[src/rtl/apb_stream_irq_regs.sv]
// ---------------------------------------------------------------------------
// apb_stream_irq_regs
//
// APB register slave combining a W1C interrupt block with valid/ready stream
// ports. Accesses to the stream data registers stall the APB bus with PREADY
// wait states until the core side handshakes. A bounded wait counter ends any
// stall with an error response.
//
// Register map (byte addresses):
//   0x00 IRQ_STATUS     W1C, NUM_IRQ bits, set by synchronised rising edges
//   0x04 IRQ_ENABLE     RW,  NUM_IRQ bits
//   0x08 IRQ_SET        WO,  writing 1 sets the matching status bit
//   0x0C WR_DATA        WO,  write pushes PWDATA onto the write stream
//   0x10 RD_DATA        RO,  read pops one word from the read stream
//   0x14 STREAM_STATUS  RO,  [0] wr_ready, [1] rd_valid, [15:8] TO_CNT;
//                            any write clears TO_CNT
//
// Ports:
//   RegClk, RegReset          clock, asynchronous active-high reset
//   PSEL/PENABLE/PWRITE/PADDR/PWDATA    APB request
//   PRDATA/PREADY/PSLVERR     APB response (combinational from the bus)
//   irq_in                    asynchronous interrupt sources (edge detected)
//   irq                       registered aggregate interrupt
//   wr_data/wr_valid/wr_ready write stream towards the core
//   rd_data/rd_valid/rd_ready read stream from the core
// ---------------------------------------------------------------------------
module apb_stream_irq_regs #(
    parameter int ADDR_WIDTH  = 8,
    parameter int NUM_IRQ     = 8,
    parameter int WDATA_WIDTH = 32,
    parameter int RDATA_WIDTH = 32,
    parameter int TIMEOUT     = 15
) (
    input  logic                   RegClk,
    input  logic                   RegReset,
    input  logic                   PSEL,
    input  logic                   PENABLE,
    input  logic                   PWRITE,
    input  logic [ADDR_WIDTH-1:0]  PADDR,
    input  logic [31:0]            PWDATA,
    output logic [31:0]            PRDATA,
    output logic                   PREADY,
    output logic                   PSLVERR,
    input  logic [NUM_IRQ-1:0]     irq_in,
    output logic                   irq,
    output logic [WDATA_WIDTH-1:0] wr_data,
    output logic                   wr_valid,
    input  logic                   wr_ready,
    input  logic [RDATA_WIDTH-1:0] rd_data,
    input  logic                   rd_valid,
    output logic                   rd_ready
);

    // -----------------------------------------------------------------------
    // Address map
    // -----------------------------------------------------------------------
    localparam logic [ADDR_WIDTH-1:0] ADDR_IRQ_STATUS    = ADDR_WIDTH'('h00);
    localparam logic [ADDR_WIDTH-1:0] ADDR_IRQ_ENABLE    = ADDR_WIDTH'('h04);
    localparam logic [ADDR_WIDTH-1:0] ADDR_IRQ_SET       = ADDR_WIDTH'('h08);
    localparam logic [ADDR_WIDTH-1:0] ADDR_WR_DATA       = ADDR_WIDTH'('h0C);
    localparam logic [ADDR_WIDTH-1:0] ADDR_RD_DATA       = ADDR_WIDTH'('h10);
    localparam logic [ADDR_WIDTH-1:0] ADDR_STREAM_STATUS = ADDR_WIDTH'('h14);

    localparam logic [7:0] TIMEOUT_CNT = 8'(TIMEOUT);
    localparam logic [7:0] TO_CNT_MAX  = 8'hFF;

    typedef enum logic [2:0] {
        SEL_IRQ_STATUS,
        SEL_IRQ_ENABLE,
        SEL_IRQ_SET,
        SEL_WR_DATA,
        SEL_RD_DATA,
        SEL_STREAM_STATUS,
        SEL_NONE
    } reg_sel_e;

    // -----------------------------------------------------------------------
    // Internal signals
    // -----------------------------------------------------------------------
    reg_sel_e           reg_sel;
    logic               access;
    logic               wr_stall;
    logic               rd_stall;
    logic               timeout;
    logic               complete;
    logic               reg_wr;
    logic               to_cnt_clr;
    logic [7:0]         wait_cnt;
    logic [7:0]         to_cnt;

    logic [NUM_IRQ-1:0] irq_meta;
    logic [NUM_IRQ-1:0] irq_sync;
    logic [NUM_IRQ-1:0] irq_dly;
    logic [NUM_IRQ-1:0] irq_edge;
    logic [NUM_IRQ-1:0] irq_status;
    logic [NUM_IRQ-1:0] irq_status_nxt;
    logic [NUM_IRQ-1:0] irq_enable;
    logic [NUM_IRQ-1:0] set_bits;
    logic [NUM_IRQ-1:0] w1c_bits;

    // -----------------------------------------------------------------------
    // Address decode
    // -----------------------------------------------------------------------
    always_comb begin
        // NOTE: every combinational output gets a default before the case so
        // no path leaves it unassigned, which would otherwise infer a latch.
        reg_sel = SEL_NONE;
        case (PADDR)
            ADDR_IRQ_STATUS:    reg_sel = SEL_IRQ_STATUS;
            ADDR_IRQ_ENABLE:    reg_sel = SEL_IRQ_ENABLE;
            ADDR_IRQ_SET:       reg_sel = SEL_IRQ_SET;
            ADDR_WR_DATA:       reg_sel = SEL_WR_DATA;
            ADDR_RD_DATA:       reg_sel = SEL_RD_DATA;
            ADDR_STREAM_STATUS: reg_sel = SEL_STREAM_STATUS;
            default:            reg_sel = SEL_NONE;
        endcase
    end

    // -----------------------------------------------------------------------
    // Transfer control
    // -----------------------------------------------------------------------
    assign access   = PSEL & PENABLE;
    assign wr_stall = access &  PWRITE & (reg_sel == SEL_WR_DATA);
    assign rd_stall = access & ~PWRITE & (reg_sel == SEL_RD_DATA);

    // Timeout is evaluated before the handshake: a stream partner that becomes
    // ready in the same cycle the budget runs out does not get the transfer.
    assign timeout  = (wr_stall | rd_stall) & (wait_cnt == TIMEOUT_CNT);

    always_comb begin
        PREADY = 1'b1;
        if (wr_stall) begin
            PREADY = wr_ready | timeout;
        end else if (rd_stall) begin
            PREADY = rd_valid | timeout;
        end
    end

    assign complete = access & PREADY;
    assign reg_wr   = complete & PWRITE;

    // The bus-facing outputs are combinational from the bus, so they are
    // forced to their idle values while reset is asserted; otherwise a reset
    // during an open access phase would keep presenting a push or pop.
    assign wr_valid = wr_stall & ~timeout & ~RegReset;
    assign wr_data  = wr_valid ? PWDATA[WDATA_WIDTH-1:0] : '0;
    assign rd_ready = rd_stall & ~timeout & ~RegReset;
    assign PSLVERR  = complete & ((reg_sel == SEL_NONE) | timeout) & ~RegReset;

    // -----------------------------------------------------------------------
    // Read mux
    // -----------------------------------------------------------------------
    always_comb begin
        PRDATA = '0;
        if (access && !PWRITE && !timeout && !RegReset) begin
            case (reg_sel)
                SEL_IRQ_STATUS:    PRDATA[NUM_IRQ-1:0] = irq_status;
                SEL_IRQ_ENABLE:    PRDATA[NUM_IRQ-1:0] = irq_enable;
                SEL_RD_DATA:       PRDATA[RDATA_WIDTH-1:0] = rd_data;
                SEL_STREAM_STATUS: begin
                    PRDATA[0]    = wr_ready;
                    PRDATA[1]    = rd_valid;
                    PRDATA[15:8] = to_cnt;
                end
                default:           PRDATA = '0;
            endcase
        end
    end

    // -----------------------------------------------------------------------
    // Wait counter: counts stalled access cycles of the current transfer.
    // -----------------------------------------------------------------------
    always_ff @(posedge RegClk or posedge RegReset) begin
        // NOTE: state is updated with non-blocking assignments so every flop
        // samples pre-edge values, independent of process evaluation order.
        if (RegReset) begin
            wait_cnt <= '0;
        end else if (!PSEL || complete) begin
            wait_cnt <= '0;
        end else if (access) begin
            wait_cnt <= wait_cnt + 8'd1;
        end
    end

    // -----------------------------------------------------------------------
    // Timeout event counter, saturating; a clearing write wins over a
    // timeout landing in the same cycle.
    // -----------------------------------------------------------------------
    assign to_cnt_clr = reg_wr & (reg_sel == SEL_STREAM_STATUS);

    always_ff @(posedge RegClk or posedge RegReset) begin
        if (RegReset) begin
            to_cnt <= '0;
        end else if (to_cnt_clr) begin
            to_cnt <= '0;
        end else if (timeout && (to_cnt != TO_CNT_MAX)) begin
            to_cnt <= to_cnt + 8'd1;
        end
    end

    // -----------------------------------------------------------------------
    // Interrupt enable register
    // -----------------------------------------------------------------------
    always_ff @(posedge RegClk or posedge RegReset) begin
        if (RegReset) begin
            irq_enable <= '0;
        end else if (reg_wr && (reg_sel == SEL_IRQ_ENABLE)) begin
            irq_enable <= PWDATA[NUM_IRQ-1:0];
        end
    end

    // -----------------------------------------------------------------------
    // Interrupt source synchronisation and edge detection.
    // irq_meta/irq_sync form the two-flop synchroniser; irq_dly holds the
    // previous synchronised value. Resetting all three to 0 means a source
    // held high through reset release still yields exactly one edge.
    // -----------------------------------------------------------------------
    always_ff @(posedge RegClk or posedge RegReset) begin
        if (RegReset) begin
            irq_meta <= '0;
            irq_sync <= '0;
            irq_dly  <= '0;
        end else begin
            irq_meta <= irq_in;
            irq_sync <= irq_meta;
            irq_dly  <= irq_sync;
        end
    end

    assign irq_edge = irq_sync & ~irq_dly;

    // -----------------------------------------------------------------------
    // Interrupt status: any set source (edge or IRQ_SET write) wins over a
    // W1C of the same bit in the same cycle.
    // -----------------------------------------------------------------------
    assign set_bits = (reg_wr && (reg_sel == SEL_IRQ_SET))    ? PWDATA[NUM_IRQ-1:0] : '0;
    assign w1c_bits = (reg_wr && (reg_sel == SEL_IRQ_STATUS)) ? PWDATA[NUM_IRQ-1:0] : '0;

    assign irq_status_nxt = irq_edge | set_bits | (irq_status & ~w1c_bits);

    always_ff @(posedge RegClk or posedge RegReset) begin
        if (RegReset) begin
            irq_status <= '0;
        end else begin
            irq_status <= irq_status_nxt;
        end
    end

    // Aggregate output is registered from the current status, so it trails a
    // status change by one edge.
    always_ff @(posedge RegClk or posedge RegReset) begin
        if (RegReset) begin
            irq <= 1'b0;
        end else begin
            irq <= |(irq_status & irq_enable);
        end
    end

endmodule

[config.mk]
export PLATFORM = sky130hd
export DESIGN_NAME = apb_stream_irq_regs
export DESIGN_NICKNAME = d
export VERILOG_FILES = /design/src/rtl/apb_stream_irq_regs.sv
export SDC_FILE = /design/constraint.sdc
export NUM_CORES = 1
export LEC_CHECK = 0
export ABC_AREA = 1
export BUFFER_PORTS_ARGS = -buffer_cell sky130_fd_sc_hd__clkbuf_2
export CORE_ASPECT_RATIO = 0.8
export CORE_MARGIN = 2
export CORE_UTILIZATION = 40
export DETAILED_ROUTE_END_ITERATION = 12
export GPL_TIMING_DRIVEN = 0
export HOLD_SLACK_MARGIN = 0.15
export MAX_ROUTING_LAYER = met4
export PLACE_DENSITY_LB_ADDON = 0.15
export SYNTH_ARGS = -nofsm -noshare
export SYNTH_HDL_FRONTEND = slang
export SYNTH_SLANG_ARGS = --single-unit
[constraint.sdc]
create_clock -name RegClk -period 2.49 [get_ports RegClk]
set_input_delay 0.3735 -clock RegClk [delete_from_list [all_inputs] [get_ports RegClk]]
set_output_delay 0.3735 -clock RegClk [all_outputs]
set_load 0.1 [all_outputs]
==> results.md, run 1 <==
* Final net count at 741
* Layout area overhead at 65.4%
* Count leader, synth: nand2_1
* #FFs+latches synth at 57
* DRT Pass-1 Iters at 6
* Wirelength per Cell at 13.7 um
* Multi-input logic area at 2150 um^2
* Post-DRT Antenna Nets at 0
* Synth Instances at 470
* Predominant post-synthesis flop cell: dfrtp_1
* Setup crit end kind: output port
* Ranking of synthesized cells by area: dfrtp_1 (41%), nand2_1 (12%), inv_1 (8.5%)
* Post-Route WL at 10500 um
* Area of the mapped netlist at 3480 um^2
* Critical Path RT at 2120 ps
* Setup TNS Final at 0 ps
* Clock Path Buffers at 2
* Min cycle time layout at 2390 ps
* Gr ovfl total at 0
* GPL Wtd Cong at 0.903
* Layout cells sized above 1 at 45.1%
* Io pins at 156
* CP Cell Sequence: ha_2, nand3_4, nor2_8, nand2_4, nand3_4, clkbuf_16, a31oi_4, clkbuf_8
* Worst VDD drop at 446 uV
* Final hold viol count at 0
* Post-Syn Nets at 559
* Synth Area in Compound Gates at 8.77%
* Clock sinks at 57
* Type of the tightest min-delay check: in -> async
* Worst Path Arrival at 2020 ps
* Reg-to-reg slack, setup at 510 ps
* Post-synth ARST share at 100%
* Main combinational cell family by area after synthesis: simple AND/OR/NAND/NOR gates
* CTS Buf Count at 9
* Via count at 3595
* Vias in the first global route at 3359
* Worst R2R Path Depth at 10
* CP max stage delay at 410 ps
* GRT Util Overall at 22.4%
* DP Wirelength at 7500 um
* Number of max-cap violations at 0
* Largest net degree at the start of global routing at 31
* Synth Area in XOR/XNOR at 0.503%
* Post-Synth Simple-Gate Area at 37.8%
* R2r startpoint: to_cnt[0]
* Core area at 8480 um^2
* Type of origin of the critical path: flip-flop
* Die area at 9470 um^2
* Fillcell total at 673
* Initial DRC count at 181
* Leading area contributor after synthesis: dfrtp_1
* Row count at 30
* Initial core utilization at 41.0%
* Port Buffers at 155
* Multiplexer share of the synthesized area at 0%
* Max H-tree Level at 3
* Global-route wire length before repair at 15900 um
* RSZ-0062 raised after global routing: false
* Slew Limit Fails at 0
* Die Width at 108 um
* Post-synth EDFFs at 0
* Adder-cell share of the synthesized area at 0.719%
* Initial antenna violation count at 0
* Syn avg cell area at 7.41 um^2
* Yosys top cell area share at 41.0%
* Root Driver: clkbuf_8
* Fin crit share at 96.1%
* Crit path max-delay family: buffers and inverters
* Critical path peak fanout at 6
* Post-route clock skew at 3.81 ps
* Synth warn at 0
* Netlist cell types at 35
* DIE HEIGHT at 87.4 um
* Sequential fraction of the synthesis area at 41.0%
* Final setup violation count at 0
* Reg-to-reg endpoint: to_cnt[7]
* Slew @ Worst Pin at 808 ps
* Drc violations at 0
* Leakage at 2.73 nW
* Highest-delay cell along the critical path: dfrtp_1
* DR vias/cell at 4.67
* CTS tree: yes
* CP most frequent cell: nand3_4
* Register area at 1430 um^2
* Status: completed
* Slew margin rel. at 45.8%
* Power Dens Cells at 375 nW/um^2
* Finished Layout Cells at 769
* ANT cells at 0
* WS Path Type: reg -> out
* Reg clk slew, reported paths at 70 ps
* Top cells by count, synth: nand2_1 (115), inv_1 (79), nor2_1 (58)
* Placed insts at 737
* Latest clock arrival within the worst-skew pair at 340 ps
* Highest clock rate at 418 MHz
* Worst path bufs/invs at 2
cell usage in the layout (no fill, tap or decap), types with 8 or more instances in the layout:
| master | instances |
|---|---|
| nand2_1 | 114 |
| clkbuf_2 | 90 |
| inv_1 | 78 |
| dfrtp_1 | 57 |
| nor2_4 | 41 |
| nor2_1 | 37 |
| clkbuf_8 | 31 |
| nand3_1 | 24 |
| buf_4 | 20 |
| buf_6 | 15 |
| a21oi_1 | 14 |
| nor2_2 | 11 |
| buf_8 | 10 |
| a21oi_4 | 9 |
| dlygate4sd3_1 | 9 |
| o21ai_2 | 8 |
metrics by stage:
stage | util, % | setup WS [ps] | hold slack [ps] | cell area, um^2 | power (W)
6_report | 67.9 | 97.6 | 204 | 5760 | 0.00216
5_1_grt | 67.9 | 4.14 | 252 | 5760 | 0.00225
4_1_cts | 66.6 | 8.55 | 235 | 5650 | 0.00218
3_5_place_dp | 57.3 | -933 | 335 | 4860 | 0.00117
3_3_place_gp | 57.3 | -949 | 332 | 4860 | 0.00117
2_1_floorplan | - | -621 | 331 | 3940 | 0.00108
flip-flops by register name, indices dropped and copies added (netlist names):
name / flops
to_cnt: 8
irq_sync: 8
wait_cnt: 8
irq_meta: 8
irq_status: 8
irq: 1
irq_enable: 8
irq_dly: 8
timing repair:
| item | in CTS | in global routing |
|---|---|---|
| pin swaps | 1 | 2 |
| hold endpoints to repair | 20 | 0 |
| cloned | 3 | 0 |
| setup buffers | 1 | 3 |
| endpoints found under the setup margin | 67 | 57 |
| hold buffers | 9 | 0 |
| gates resized for setup | 109 | 58 |
worst max-delay path by stage:
| stage | startpoint | end | slack (ps) | cells past startpoint |
|---|---|---|---|---|
| after floorplan | PADDR[0] | wr_data[3] | -620 | 10 |
| after global placement | RegReset | PRDATA[13] | -950 | 6 |
| after detailed placement | RegReset | PRDATA[13] | -930 | 6 |
| after CTS | wait_cnt[0] | wr_data[18] | 9 | 8 |
| after global routing | wait_cnt[0] | PRDATA[4] | 4 | 8 |
| final | wait_cnt[0] | PRDATA[4] | 100 | 8 |
metal layers:
metal	track usage, %	up-vias	part of all wire [%]
li1	-	1827	-
met1	28.1	1631	43
met2	36.9	126	49
met3	5.09	11	7.0
met4	5.94	0	1.1
met5	-	-	0
area by class of cell:
cell class / instances / area share [%]
plain buffers: 10 / 2.39
clock buffers: 9 / 2.15
clock inverters: 7 / 1.78
inverters: 86 / 5.69
multi-input cells: 317 / 37.4
flip-flops and latches: 57 / 24.8
well taps: 112 / 2.43
repair buffers: 169 / 23.2
repair inverters: 2 / 0.217
kinds of logic after synthesis:
kind of cell	Yosys count
AO/OA/AOI/OAI	49
XOR/XNOR	2
adder cells (fa/ha/maj)	2
buffers and inverters	96
flip-flops	57
AND/OR/NAND/NOR	264
report_power, final:
part           total [W]  switching (W)  leakage [nW]  internal, W
clock           0.000978       0.000406         0.110     0.000573
sequential      0.000957     0.00000925         0.674     0.000948
combinational   0.000225       0.000135          1.95    0.0000894
total            0.00216       0.000550          2.73      0.00161
No activity file was read; power rests on OpenSTA's default activity.
==> inputs of run 2 (changes only) <==
--- a/config.mk
+++ b/config.mk
@@ -11,7 +11,6 @@
 export CORE_MARGIN = 2
 export CORE_UTILIZATION = 40
 export DETAILED_ROUTE_END_ITERATION = 12
-export GPL_TIMING_DRIVEN = 0
 export HOLD_SLACK_MARGIN = 0.15
 export MAX_ROUTING_LAYER = met4
 export PLACE_DENSITY_LB_ADDON = 0.15
==> results.md, run 2 (synthesized netlist as in run 1, its figures left out) <==
* Global-route wire length before repair at 16500 um (+3.6%)
* Initial antenna violation count at 0 (unchanged)
* Pint at 0.00142 W (-12%)
* Largest net degree at the start of global routing at 28 (-9.7%)
* DP Area at 5950 um^2 (+23%)
* Highest clock rate at 416 MHz (-0.56%)
* CTS tree: yes
* Worst VDD drop at 514 uV (+15%)
* Max H-tree Level at 3 (unchanged)
* Worst Path Arrival at 2030 ps (about the same)
* Slew margin rel. at 63.4% (+18 points)
* Status: completed
* Row count at 30 (unchanged)
* Total Power at 0.00198 W (-8.5%)
* Setup crit end kind: output port
* Hold Worst Slack at 203 ps (-0.893 ps)
* Min cycle time layout at 2410 ps (+13.4 ps)
* Critical Path RT at 2120 ps (about the same)
* Most common cell after layout, fill and taps aside: nand2_1
* GRT Util Overall at 23.0% (+0.61 points)
* Slew Limit Fails at 0 (unchanged)
* R2r startpoint: to_cnt[0]
* Final setup violation count at 0 (unchanged)
* Power Dens Cells at 313 nW/um^2 (-17%)
* Fin crit share at 96.6% (+0.54 points)
* Io pins at 156 (unchanged)
* Initial core utilization at 41.0% (unchanged)
* Switching part of the total at 28.4% (+2.9 points)
* Net Switching at 0.000562 W (+2.1%)
* DR vias/cell at 4.75 (+1.7%)
* Most frequent cells in the layout: nand2_1 (115), clkbuf_2 (87), inv_1 (78)
* Gr ovfl total at 0 (unchanged)
* Post-Route WL at 10700 um (+1.9%)
* Leakage at 2.85 nW (+4.3%)
* Reg clk slew, reported paths at 70 ps (about the same)
* Wirelength per Cell at 13.9 um (+1.6%)
* Vias in the first global route at 3522 (+4.9%)
* Die Width at 108 um (unchanged)
* Layout cells sized above 1 at 45.2% (+0.17 points)
* Worst setup path endpoint: PRDATA[0]
* Slew @ Worst Pin at 551 ps (-257 ps)
* Clock sinks at 57 (unchanged)
* Type of origin of the critical path: flip-flop
* Worst Setup SP: wait_cnt[0]
* Layout area overhead at 81.4%
* Final net count at 743 (+0.27%)
* Post-route clock skew at 7.87 ps (+4.06 ps)
* Latest clock arrival within the worst-skew pair at 340 ps (about the same)
* Sequential Power Share at 48.4% (+4.1 points)
* Multi-input logic area at 2150 um^2 (+0.17%)
* Reg-to-reg slack, setup at 510 ps (about the same)
* Post-DRT Antenna Nets at 0 (unchanged)
* Reg-to-reg endpoint: to_cnt[7]
* Register area at 1430 um^2 (unchanged)
* Critical path peak fanout at 7 (+1)
* Type of the tightest min-delay check: in -> async
* Drc violations at 0 (unchanged)
* CTS Buf Count at 9 (unchanged)
* Clock Path Buffers at 2 (unchanged)
* Root Driver: clkbuf_8
* Placed insts at 742 (+0.68%)
* Initial DRC count at 255 (+41%)
* Die area at 9470 um^2 (unchanged)
* Number of max-cap violations at 0 (unchanged)
* GPL Wtd Cong at 0.900 (-0.37%)
* Clock power frac at 40.2% (-5.1 points)
* Port Buffers at 155 (unchanged)
* Final Util at 74.4% (+6.5 points)
* Fillcell total at 638 (-5.2%)
* RSZ-0062 raised after global routing: false
* DIE HEIGHT at 87.4 um (unchanged)
* Via count at 3666 (+2.0%)
* DRT Pass-1 Iters at 4 (-2)
* DP Wirelength at 8630 um (+15%)
* WS Path Type: reg -> out
* Final hold viol count at 0 (unchanged)
* Core area at 8480 um^2 (unchanged)
* ANT cells at 0 (unchanged)
* Combinational power share at 11.4% (+1.0 points)
* Worst R2R Path Depth at 10 (unchanged)
* Design Area, Final at 6310 um^2 (+9.6%)
* Finished Layout Cells at 771 (+0.26%)
[run 2: layer usage]
metal,vias up,part of all wire [%],track usage (%)
met5,-,0,-
met4,0,1.1,5.83
met3,8,7.0,6.21
met2,123,49,37.3
met1,1701,43,28.8
li1,1834,-,-
[run 2: timing repair]
action,in CTS,in global routing
hold buffers,8,0
endpoints found under the setup margin,36,29
setup buffers,1,3
hold endpoints to repair,8,0
cloned,0,1
pin swaps,0,2
gates resized for setup,4,9
[run 2: worst min path at each step]
stage | start | slack [ps] | cells after the start | endpoint
3_5_place_dp | irq_meta[3] | 340 | 0 | irq_sync[3]
5_1_grt | RegReset | 210 | 3 | to_cnt[1]
6_report | RegReset | 200 | 3 | to_cnt[1]
4_1_cts | RegReset | 160 | 3 | to_cnt[0]
3_3_place_gp | irq_meta[1] | 330 | 0 | irq_sync[1]
2_1_floorplan | irq_meta[0] | 330 | 0 | irq_sync[0]
[run 2: critical path, stage by stage (launching register included)]
cell,delay [ps]
dfrtp_1,420
ha_2,220
nand3_4,120
nor2_8,60
nand2_4,100
nand3_4,150
buf_12,210
a41oi_4,210
buf_12,210
[run 2: power groups by stage]
| stage | Combinational, W | Sequential [W] | Clock (W) |
|---|---|---|---|
| 3_3_place_gp | 0.000207 | 0.000974 | 0 |
| 3_5_place_dp | 0.000212 | 0.000976 | 0 |
| 2_1_floorplan | 0.000104 | 0.000973 | 0 |
| 6_report | 0.000225 | 0.000958 | 0.000795 |
| 5_1_grt | 0.000248 | 0.000960 | 0.000866 |
| 4_1_cts | 0.000225 | 0.000958 | 0.000814 |
[run 2: cell type report]
class,instances,share of cell area [%]
repair buffers,182,33.0
clock inverters,7,0.931
multi-input cells,318,34.1
well taps,112,2.22
clock buffers,9,1.96
inverters,86,5.19
flip-flops and latches,57,22.6
[run 2: per-stage QoR]
| step | TNS, ps | setup slack [ps] |
|---|---|---|
| detailed placement | 0 | 108 |
| finish | 0 | 84.2 |
| global placement | 0 | 187 |
| floorplan | -8010 | -621 |
| global route | 0 | 12.0 |
| CTS | -3.69 | -3.69 |
==> inputs of run 3 (changes only) <==
--- a/config.mk
+++ b/config.mk
@@ -9,7 +9,7 @@
 export BUFFER_PORTS_ARGS = -buffer_cell sky130_fd_sc_hd__clkbuf_2
 export CORE_ASPECT_RATIO = 0.8
 export CORE_MARGIN = 2
-export CORE_UTILIZATION = 40
+export CORE_UTILIZATION = 48
 export DETAILED_ROUTE_END_ITERATION = 12
 export HOLD_SLACK_MARGIN = 0.15
 export MAX_ROUTING_LAYER = met4
==> constraint.sdc (replaced) <==
create_clock -name RegClk -period 2.5 [get_ports RegClk]
set_input_delay 0.375 -clock RegClk [delete_from_list [all_inputs] [get_ports RegClk]]
set_output_delay 0.375 -clock RegClk [all_outputs]
set_load 0.1 [all_outputs]
==> results.md, run 3 (synthesized netlist as in run 1, its figures left out) <==
* Status: completed
* Cells on Worst Hold Path at 1
* Critical path peak fanout at 7 (unchanged)
* Slew Limit Fails at 0 (unchanged)
* Layout area overhead at 83.3%
* Critical Path RT at 2120 ps (about the same)
* Most frequent cells in the layout: nand2_1 (115), clkbuf_2 (87), inv_1 (78)
* Hold Worst Slack at 172 ps (-31.0 ps)
* Largest net degree at the start of global routing at 46 (+64%)
* GPL Wtd Cong at 0.929 (+3.2%)
* Post-Route WL at 13600 um (+27%)
* CTS Buf Count at 9 (unchanged)
* Register area at 1430 um^2 (about the same)
* CP max stage delay at 430 ps (about the same)
* Layout cells sized above 1 at 45.2% (about the same)
* Min cycle time layout at 2470 ps
* Io pins at 156 (unchanged)
* Hold path endpoint: irq_meta[7]
* Max H-tree Level at 3 (unchanged)
* Worst Setup SP: wait_cnt[1]
* Fin crit share at 98.6%
* DIE HEIGHT at 80.2 um (-8.3%)
* Global-route wire length before repair at 20200 um (+22%)
* Post-route clock skew at 9.06 ps (+1.19 ps)
* WS Path Type: reg -> out
* Row count at 27 (-10%)
* Leakage at 2.91 nW (+2.1%)
* Clock sinks at 57 (unchanged)
* Reg clk slew, reported paths at 70 ps (about the same)
* Post-DRT Antenna Nets at 0 (unchanged)
* Type of origin of the critical path: flip-flop
* Worst Path Arrival at 2090 ps (+60 ps)
* Power Dens Cells at 378 nW/um^2 (+21%)
* Reg-to-reg endpoint: irq_status[1]
* DP Wirelength at 9330 um (+8.2%)
* Vias in the first global route at 4070 (+16%)
* Root Driver: clkbuf_8
* DP Area at 5880 um^2 (-1.2%)
* Core area at 6960 um^2 (-18%)
* Initial DRC count at 364 (+43%)
* Drc violations at 0 (unchanged)
* Port Buffers at 155 (unchanged)
* HP Start: irq_in[7]
* Number of max-cap violations at 0 (unchanged)
* GRT Util Overall at 34.1% (+11 points)
* DRT Pass-1 Iters at 6 (+2)
* Worst VDD drop at 929 uV (+81%)
* CTS tree: yes
* Most common cell after layout, fill and taps aside: nand2_1
* Slew @ Worst Pin at 565 ps (+14.3 ps)
* Finished Layout Cells at 748 (-3.0%)
* Multi-input logic area at 2150 um^2 (-0.35%)
* ANT cells at 0 (unchanged)
* Slew margin rel. at 62.5% (-0.95 points)
* CP Cell Sequence: ha_2, nand3_4, nor2_8, nand2_4, o21ai_0, nand2_1, nor2_2, buf_12
* Type of the tightest min-delay check: in -> reg
* Clock Path Buffers at 2 (unchanged)
* Final hold viol count at 0 (unchanged)
* Die area at 7950 um^2 (-16%)
* Gr ovfl total at 0 (unchanged)
* Via count at 4059 (+11%)
* Fillcell total at 280 (-56%)
* Final net count at 745 (+0.27%)
* Reg-to-reg slack, setup at 470 ps (-40 ps)
* R2r startpoint: wait_cnt[1]
* Die Width at 99.2 um (-8.4%)
* Latest clock arrival within the worst-skew pair at 340 ps (about the same)
* Worst R2R Path Depth at 10 (unchanged)
* Final setup violation count at 0 (unchanged)
* DR vias/cell at 5.43 (+14%)
* Wirelength per Cell at 18.2 um (+31%)
* Highest clock rate at 406 MHz
* Initial antenna violation count at 0 (unchanged)
* Initial core utilization at 50.0% (+9.0 points)
* Highest-delay cell along the critical path: dfrtp_1
* Placed insts at 715 (-3.6%)
* Design Area, Final at 6380 um^2 (+1.1%)
* Setup crit end kind: output port
==> run 3: cell types whose count changed in the layout (fill, tap and decap cells not counted), moves of 2 or more <==
cell / change
inv_6: -5
bufinv_16: +4
buf_12: -2
buf_4: +2
clkbuf_8: +2
clkinvlp_4: -2
==> run 3: layer usage <==
metal,GRT usage (%),part of all wire [%],vias to the layer above,routed length [um]
li1,-,-,1829,-
met1,37.5,34,1889,4660
met2,59.0,52,280,7130
met3,6.61,8.9,61,1210
met4,18.4,4.5,0,610
met5,-,0,-,0
==> run 3: layout make-up <==
cell class / instances / share of cell area (%)
clock buffer: 11 / 2.37
timing repair buffer: 184 / 32.8
sequential: 57 / 22.4
tap: 87 / 1.71
clock inverter: 5 / 1.96
inverter: 86 / 5.14
multi-input combinational: 318 / 33.7
==> run 3: worst max path at each step <==
| stage | endpoint | slack, ps | cells past startpoint |
|---|---|---|---|
| CTS | PRDATA[3] | 30 | 8 |
| global placement | wr_data[18] | 130 | 12 |
| floorplan | wr_data[3] | -610 | 10 |
| finish | PSLVERR | 30 | 8 |
| global route | PSLVERR | -30 | 8 |
| detailed placement | wr_data[16] | 80 | 12 |
==> run 3: repair_timing <==
| action | in CTS | in global routing |
|---|---|---|
| pin swaps | 1 | 2 |
| hold buffers | 9 | 0 |
| setup buffers | 1 | 5 |
| gates resized for setup | 8 | 4 |
| endpoints found under the setup margin | 48 | 53 |
| endpoints found under the hold margin | 14 | 0 |
| gates cloned | 0 | 2 |
==> run 3: power breakdown <==
part	total, W	switching, W	internal (W)
sequential	0.000959	0.0000147	0.000945
clock	0.00121	0.000397	0.000816
combinational	0.000237	0.000145	0.0000911
total	0.00241	0.000557	0.00185
==> run 3: per-stage QoR <==
| step | power (W) | utilization [%] | setup TNS (ps) | setup WS, ps |
|---|---|---|---|---|
| 6_report | 0.00241 | 91.7 | 0 | 33.9 |
| 5_1_grt | 0.00246 | 91.7 | -34.7 | -31.1 |
| 4_1_cts | 0.00240 | 90.5 | 0 | 27.6 |
| 3_5_place_dp | 0.00119 | 84.5 | 0 | 81.1 |
| 3_3_place_gp | 0.00117 | 84.5 | 0 | 132 |
| 2_1_floorplan | 0.00107 | - | -7730 | -614 |
==> run 3: worst max-delay path: cells and delay by family, from the launching register on <==
kind,cells,cell delay (ps)
fa+ha+maj,1,250
buf+inv,1,200
flops,1,430
compound gates,1,120
simple gates,5,740
